`config.mk`:
```
export PLATFORM = sky130hd
export DESIGN_NAME = sram_writer
export DESIGN_NICKNAME = d
export VERILOG_FILES = /design/src/rtl/sram_pkg.sv /design/src/rtl/sram_pack.sv /design/src/rtl/sram_writer.sv
export SDC_FILE = /design/constraint.sdc
export NUM_CORES = 1
export LEC_CHECK = 0
export BUFFER_PORTS_ARGS = -buffer_cell sky130_fd_sc_hd__buf_2
export CAP_MARGIN = 20
export CORE_ASPECT_RATIO = 0.5
export CORE_MARGIN = 3
export CORE_UTILIZATION = 40
export DETAILED_ROUTE_END_ITERATION = 10
export GPL_TIMING_DRIVEN = 1
export PLACE_DENSITY = 0.65
export SYNTH_ARGS = -nofsm -noshare
export SYNTH_HDL_FRONTEND = slang
export SYNTH_SLANG_ARGS = --single-unit
```
`constraint.sdc`:
```
create_clock -name clk -period 2.05 [get_ports clk]
set_input_delay 0.1025 -clock clk [delete_from_list [all_inputs] [get_ports clk]]
set_output_delay 0.1025 -clock clk [all_outputs]
set_load 0.02 [all_outputs]
```
`src/rtl/sram_pkg.sv`:
```
// Shared definitions for the SRAM read/write paths: word geometry,
// transfer sizes and the writer state encoding.
package sram_pkg;

  localparam int ADDR_W         = 16;
  localparam int SAMPLE_W       = 16;
  localparam int WORD_W         = 2 * SAMPLE_W;

  // Transfer sizes shared with the read path.
  localparam int IMAGE_SAMPLES  = 64;
  localparam int WEIGHT_SAMPLES = 1024;

  typedef enum logic [2:0] {
    ST_IDLE,
    ST_COLLECT_LO,
    ST_COLLECT_HI,
    ST_WRITE,
    ST_DONE
  } writer_state_e;

endpackage : sram_pkg

```
`src/rtl/sram_pack.sv`:
```
// Two-to-one sample packing register. The earlier sample lands in the low
// half; loading the low half also clears the high half, so an odd final
// sample produces a word whose upper half is zero.
module sram_pack #(
  parameter int SAMPLE_W = sram_pkg::SAMPLE_W
) (
  input  logic                  clk,
  input  logic                  rst,
  input  logic                  clear,
  input  logic                  load_lo,
  input  logic                  load_hi,
  input  logic [SAMPLE_W-1:0]   sample,
  output logic [2*SAMPLE_W-1:0] word
);

  // Packing register: clear has priority, then low-half load, then high-half load.
  always_ff @(posedge clk) begin
    // NOTE: this is a plain data register, not a memory array, so it is
    // cleared on reset and the write_data output is a defined zero after reset.
    if (rst || clear) begin
      word <= '0;
    end else if (load_lo) begin
      word <= {{SAMPLE_W{1'b0}}, sample};
    end else if (load_hi) begin
      word[2*SAMPLE_W-1:SAMPLE_W] <= sample;
    end
  end

endmodule : sram_pack

```
`src/rtl/sram_writer.sv`:
```
// Stream-to-SRAM writer: packs pairs of 16-bit samples into 32-bit words and
// writes them at consecutive word addresses with a write/write_ack handshake.
// A one-cycle done pulse follows the last acknowledged write.
module sram_writer #(
  parameter int ADDR_W   = sram_pkg::ADDR_W,
  parameter int SAMPLE_W = sram_pkg::SAMPLE_W,
  parameter int CNT_W    = 11
) (
  input  logic                  clk,
  input  logic                  rst,
  input  logic                  start,
  input  logic [ADDR_W-1:0]     start_address,
  input  logic [CNT_W-1:0]      n_samples,
  input  logic [SAMPLE_W-1:0]   sample_in,
  input  logic                  sample_valid,
  output logic                  sample_ready,
  output logic [ADDR_W-1:0]     address,
  output logic [2*SAMPLE_W-1:0] write_data,
  output logic                  write,
  input  logic                  write_ack,
  output logic                  busy,
  output logic                  done
);

  import sram_pkg::*;

  writer_state_e     state_q;
  writer_state_e     state_d;
  logic [CNT_W-1:0]  remaining_q;
  logic [ADDR_W-1:0] address_q;
  logic              load_lo;
  logic              load_hi;
  logic              clear_pack;

  // State register with synchronous active-high reset.
  always_ff @(posedge clk) begin
    // NOTE: sequential state uses non-blocking assignments so every register
    // sees the pre-edge values of the others, independent of block order.
    if (rst) begin
      state_q <= ST_IDLE;
    end else begin
      state_q <= state_d;
    end
  end

  // Next-state decode and packing-register controls.
  always_comb begin
    // NOTE: every output of this block gets a default first; a path that
    // leaves one unassigned would infer a latch.
    state_d    = state_q;
    load_lo    = 1'b0;
    load_hi    = 1'b0;
    clear_pack = 1'b0;
    unique case (state_q)
      ST_IDLE: begin
        if (start) begin
          clear_pack = 1'b1;
          state_d    = (n_samples == '0) ? ST_DONE : ST_COLLECT_LO;
        end
      end
      ST_COLLECT_LO: begin
        if (sample_valid) begin
          load_lo = 1'b1;
          // Last sample of an odd count goes out with a zero upper half.
          state_d = (remaining_q == CNT_W'(1)) ? ST_WRITE : ST_COLLECT_HI;
        end
      end
      ST_COLLECT_HI: begin
        if (sample_valid) begin
          load_hi = 1'b1;
          state_d = ST_WRITE;
        end
      end
      ST_WRITE: begin
        if (write_ack) begin
          state_d = (remaining_q != '0) ? ST_COLLECT_LO : ST_DONE;
        end
      end
      ST_DONE: begin
        state_d = ST_IDLE;
      end
      default: begin
        state_d = ST_IDLE;
      end
    endcase
  end

  // Remaining-sample counter and word-address generator.
  always_ff @(posedge clk) begin
    if (rst) begin
      remaining_q <= '0;
      address_q   <= '0;
    end else begin
      if (state_q == ST_IDLE && start) begin
        remaining_q <= n_samples;
        address_q   <= start_address;
      end else if (load_lo || load_hi) begin
        remaining_q <= remaining_q - CNT_W'(1);
      end
      // Address advances on the acknowledging edge and wraps modulo 2^ADDR_W.
      if (state_q == ST_WRITE && write_ack) begin
        address_q <= address_q + ADDR_W'(1);
      end
    end
  end

  sram_pack #(
    .SAMPLE_W (SAMPLE_W)
  ) u_pack (
    .clk     (clk),
    .rst     (rst),
    .clear   (clear_pack),
    .load_lo (load_lo),
    .load_hi (load_hi),
    .sample  (sample_in),
    .word    (write_data)
  );

  // Outputs are decoded from state only.
  assign sample_ready = (state_q == ST_COLLECT_LO) || (state_q == ST_COLLECT_HI);
  assign write        = (state_q == ST_WRITE);
  assign busy         = (state_q != ST_IDLE);
  assign done         = (state_q == ST_DONE);
  assign address      = address_q;

endmodule : sram_writer

```
==> metrics.md <==
| Metric | Value |
|---|---|
| Post-Syn Instances | `380` |
| Clock transition at path regs | `0.06 ns` |
| Largest stage delay on the critical path | `0.67 ns` |
| Fmax | `around 530 MHz` |
| H-tree lvl count | `3` |
| Clock power share | `about two fifths` |
| Family with the most delay on the worst path | `flip-flops` |
| Final HPWL DP | `6220 um` |
| Comb pwr share | `21.8%` |
| Area Growth Syn to Fin | `28.5%` |
| Seq/Total Area, Yosys | `between 40% and 50%` |
| Syn nets | `around 430` |
| Sw Ratio | `31.3%` |
| Yosys top cell by area | `dfxtp_1` |
| Postcts setup bufs | `0` |
| Core ar. | `7070 sq um` |
| Main synth FF type | `dfxtp_1` |
| Critical Path Start Type | `register` |
| DRT Pass-1 Iters | `5` |
| Worst Path Class, Setup | `reg -> reg` |
| DIE WIDTH | `130 um` |
| Crit path required time | `2.24 ns` |
| Io pins | `100` |
| CP Launch Point | `state_q[0]$_SDFFE_PP0P_` |
| Final Skew | `about 0.007 ns` |
| Final setup viols | `0` |
| R2r endpoint | `remaining_q[3]$_SDFFE_PP0P_` |
| TritonCTS Sinks | `62` |
| Ranking of synthesized cells by area | `dfxtp_1, nand2_1, a21oi_1, nand3_1, a31oi_1` |
| P_sw | `0.00119 W` |
| Buf/Inv on CP | `0` |
| RSZ-0062 raised after global routing | `no` |
| RR Startpoint | `state_q[0]$_SDFFE_PP0P_` |
| DP Worst Slack | `0.209 ns` |
| Fill cell count | `707` |
| Global-route wire length before repair | `13900 um` |
| Number of global-route vias before repair | `2741` |
| Pint | `0.00262 W` |
| Reg2Reg Depth | `4` |
| # diodes | `0` |
| Initial antenna violation count | `0` |
| Status | `completed` |
| Placer Congestion | `0.836` |
| Tightest Hold Check Type | `in -> reg` |
| Maximum vdd drop | `0.441 mV` |
| Slowest-stage cell, CP | `dfxtp_1` |
| Leakage | `1.66 nW` |
| Vias | `between 3k and 4k` |
| Post-synth top area share | `40.2%` |
| Largest net degree at the start of global routing | `26` |
| Quantity of gates resized following cts | `0` |
| Final wirelength | `8630 um` |
| Global Route Usage Sum | `20.1%` |
| Cell Area, Synth | `a little over 3000 sq um` |
| Drt wl/cell | `between 10 and 15 um` |
| Max-cap violation count | `0` |
| Crit path max fanout | `13` |
| CTS Buffer Depth | `2` |
| Post-Layout Cell Count | `577` |
| Post-DRT Antenna Nets | `0` |
| Clk_lat worst skew | `0.33 ns` |
| Via density | `approximately 5.4` |
| Synth Area per Inst | `~8 sq um` |
| Async S/R FF share, synth | `0%` |
| Placed cells | `561` |
| Setup TNS Final | `0 ns` |
| Min Hold Slack | `0.0169 ns` |
| Layout cells sized above 1 | `29.9%` |
| CP endpoint kind | `register` |
| Input/output buffers | `99` |
| Total CTS buffers | `9` |
| Area occupied by multi-input gates | `about 1700 sq um` |
| Worst Setup EP | `remaining_q[3]$_SDFFE_PP0P_` |
| R2R Setup Slk | `0.15 ns` |
| Worst-Margin Slew | `0.599 ns` |
| Hold Violations, Final | `0` |
| CTS root buf | `clkbuf_16` |
| Initial Util | `43.6%` |
| Register Area | `approximately 1200 sq um` |
| DR iter-0 viols | `193` |
| Post-synth cell types | `56` |
| DRC violation count after routing | `0` |
| Most frequent cells after synthesis | `nand2_1, dfxtp_1, a21oi_1` |
| Post-synth EDFFs | `0` |
| Power Density | `961 nW/um^2` |
| Final period util | `92.5%` |
| Cells along the critical path | `xor2_4, nand3_1, o311ai_0, a31oi_1` |
| Top-count cell post-synth | `nand2_1` |
| Die area | `approximately 8900 sq um` |
| Slew Limit Headroom | `about three fifths` |
| Flop pwr share | `~38%` |
| Nets | `roughly 530` |
| Crit path depth | `4` |
| Total power | `between 0.003 and 0.004 W` |
| Min cycle time layout | `about 1.9 ns` |
| Gr ovfl total | `0` |
| Final Slew Violations | `0` |
| Seq cells post-synth | `a little over 60` |
| YS warnings | `0` |
| CTS tree | `yes` |
| Worst setup margin | `0.155 ns` |
| Chip Height | `68.1 um` |
| Hold-fix buffers, CTS | `0` |
| Arr. time, crit path | `2.08 ns` |
| Rows | `21` |
## state kept, by name (all words and copies together), names as in the netlist
signal and count:
u_pack.word 32, address 16, remaining_q 11, state_q 3
## cell type report
cell class,count,area share [%]
inverter,8,0.758
multi-input combinational,284,41.7
sequential,62,31.3
clock inverter,6,1.77
timing repair buffer,115,15.5
tap,92,2.90
clock buffer,10,6.03
## how the worst min path moves through the flow
stage	from	endpoint	slack, ns	cells after the start
after floorplan	sample_in[10]	u_pack.word[10]$_SDFFE_PP0P_	0.24	2
after global placement	start_address[1]	address[1]$_SDFFE_PP0P_	0.35	3
after detailed placement	start_address[0]	address[0]$_SDFFE_PP0P_	0.35	3
after CTS	start_address[0]	address[0]$_SDFFE_PP0P_	0.007	3
after global routing	sample_in[9]	u_pack.word[25]$_SDFFE_PP0P_	0.02	3
final	start_address[0]	address[0]$_SDFFE_PP0P_	0.02	3
## per-layer routing
metal	track usage, %	share of wire [%]	vias up	routed length (um)
li1	-	-	1578	-
met1	28.0	50	1437	4300
met2	30.4	43	116	3680
met3	5.69	6.9	7	599
met4	5.57	0.60	0	52
met5	0	0	-	0
## through the flow
stage               util [%]  cell area [sq um]
global route            56.1               3960
floorplan                  -               3080
finish                  56.1               3960
detailed placement      51.7               3650
global placement        51.7               3650
CTS                     56.1               3960
## cells in the final DEF, fill, tap and decap left out, types with 2 or more instances in the layout
master | synthesis | layout
dfxtp_1 | 62 | 62
inv_1 | 8 | 8
nor2b_1 | 2 | 2
and2_1 | 3 | 3
clkbuf_16 | 0 | 9
o21ai_0 | 5 | 5
nor2_1 | 12 | 12
nor4_1 | 7 | 7
or3_1 | 11 | 11
nand4b_1 | 2 | 2
clkinvlp_4 | 0 | 3
nand4_1 | 6 | 6
xor2_1 | 2 | 2
buf_4 | 2 | 16
o211ai_1 | 8 | 8
buf_2 | 7 | 99
a32oi_1 | 2 | 2
nand4_2 | 2 | 2
a31oi_1 | 11 | 11
nor3_1 | 11 | 11
or2_2 | 4 | 4
nor3b_1 | 2 | 2
nand2_1 | 90 | 90
a22oi_1 | 3 | 3
and4_1 | 2 | 2
nor4b_4 | 2 | 2
nand3_1 | 14 | 14
ha_1 | 4 | 4
o311ai_0 | 5 | 5
and3_1 | 4 | 4
a21oi_1 | 44 | 44
a2bb2oi_1 | 3 | 3
a221oi_1 | 2 | 2
## power by group through the flow
stage | clock, W | combinational (W) | sequential (W)
detailed placement | 0 | 0.000827 | 0.00145
finish | 0.00155 | 0.000832 | 0.00143
global route | 0.00163 | 0.000922 | 0.00145
CTS | 0.00157 | 0.000833 | 0.00143
floorplan | 0 | 0.000539 | 0.00147
global placement | 0 | 0.000820 | 0.00145
## worst register-to-register path, delay by kind of cell (launching register included)
family / cells / cell delay [ns]
xor+xnor: 1 / 0.29
compound gates: 2 / 0.60
flops: 1 / 0.67
simple gates: 1 / 0.19
## logic make-up (layout without fill, tap and decap cells)
| family | Yosys count | count (layout) | synth area share, % |
|---|---|---|---|
| AND/OR/NAND/NOR | 180 | 180 | 30.1 |
| AO/OA/AOI/OAI | 95 | 95 | 19.7 |
| flip-flops | 62 | 62 | 40.2 |
| buffers and inverters | 34 | 139 | 6.21 |
| adder cells (fa/ha/maj) | 4 | 4 | 1.62 |
| XOR/XNOR | 3 | 3 | 1.46 |
| multiplexers | 2 | 2 | 0.690 |
No activity file was read; power rests on OpenSTA's default activity.
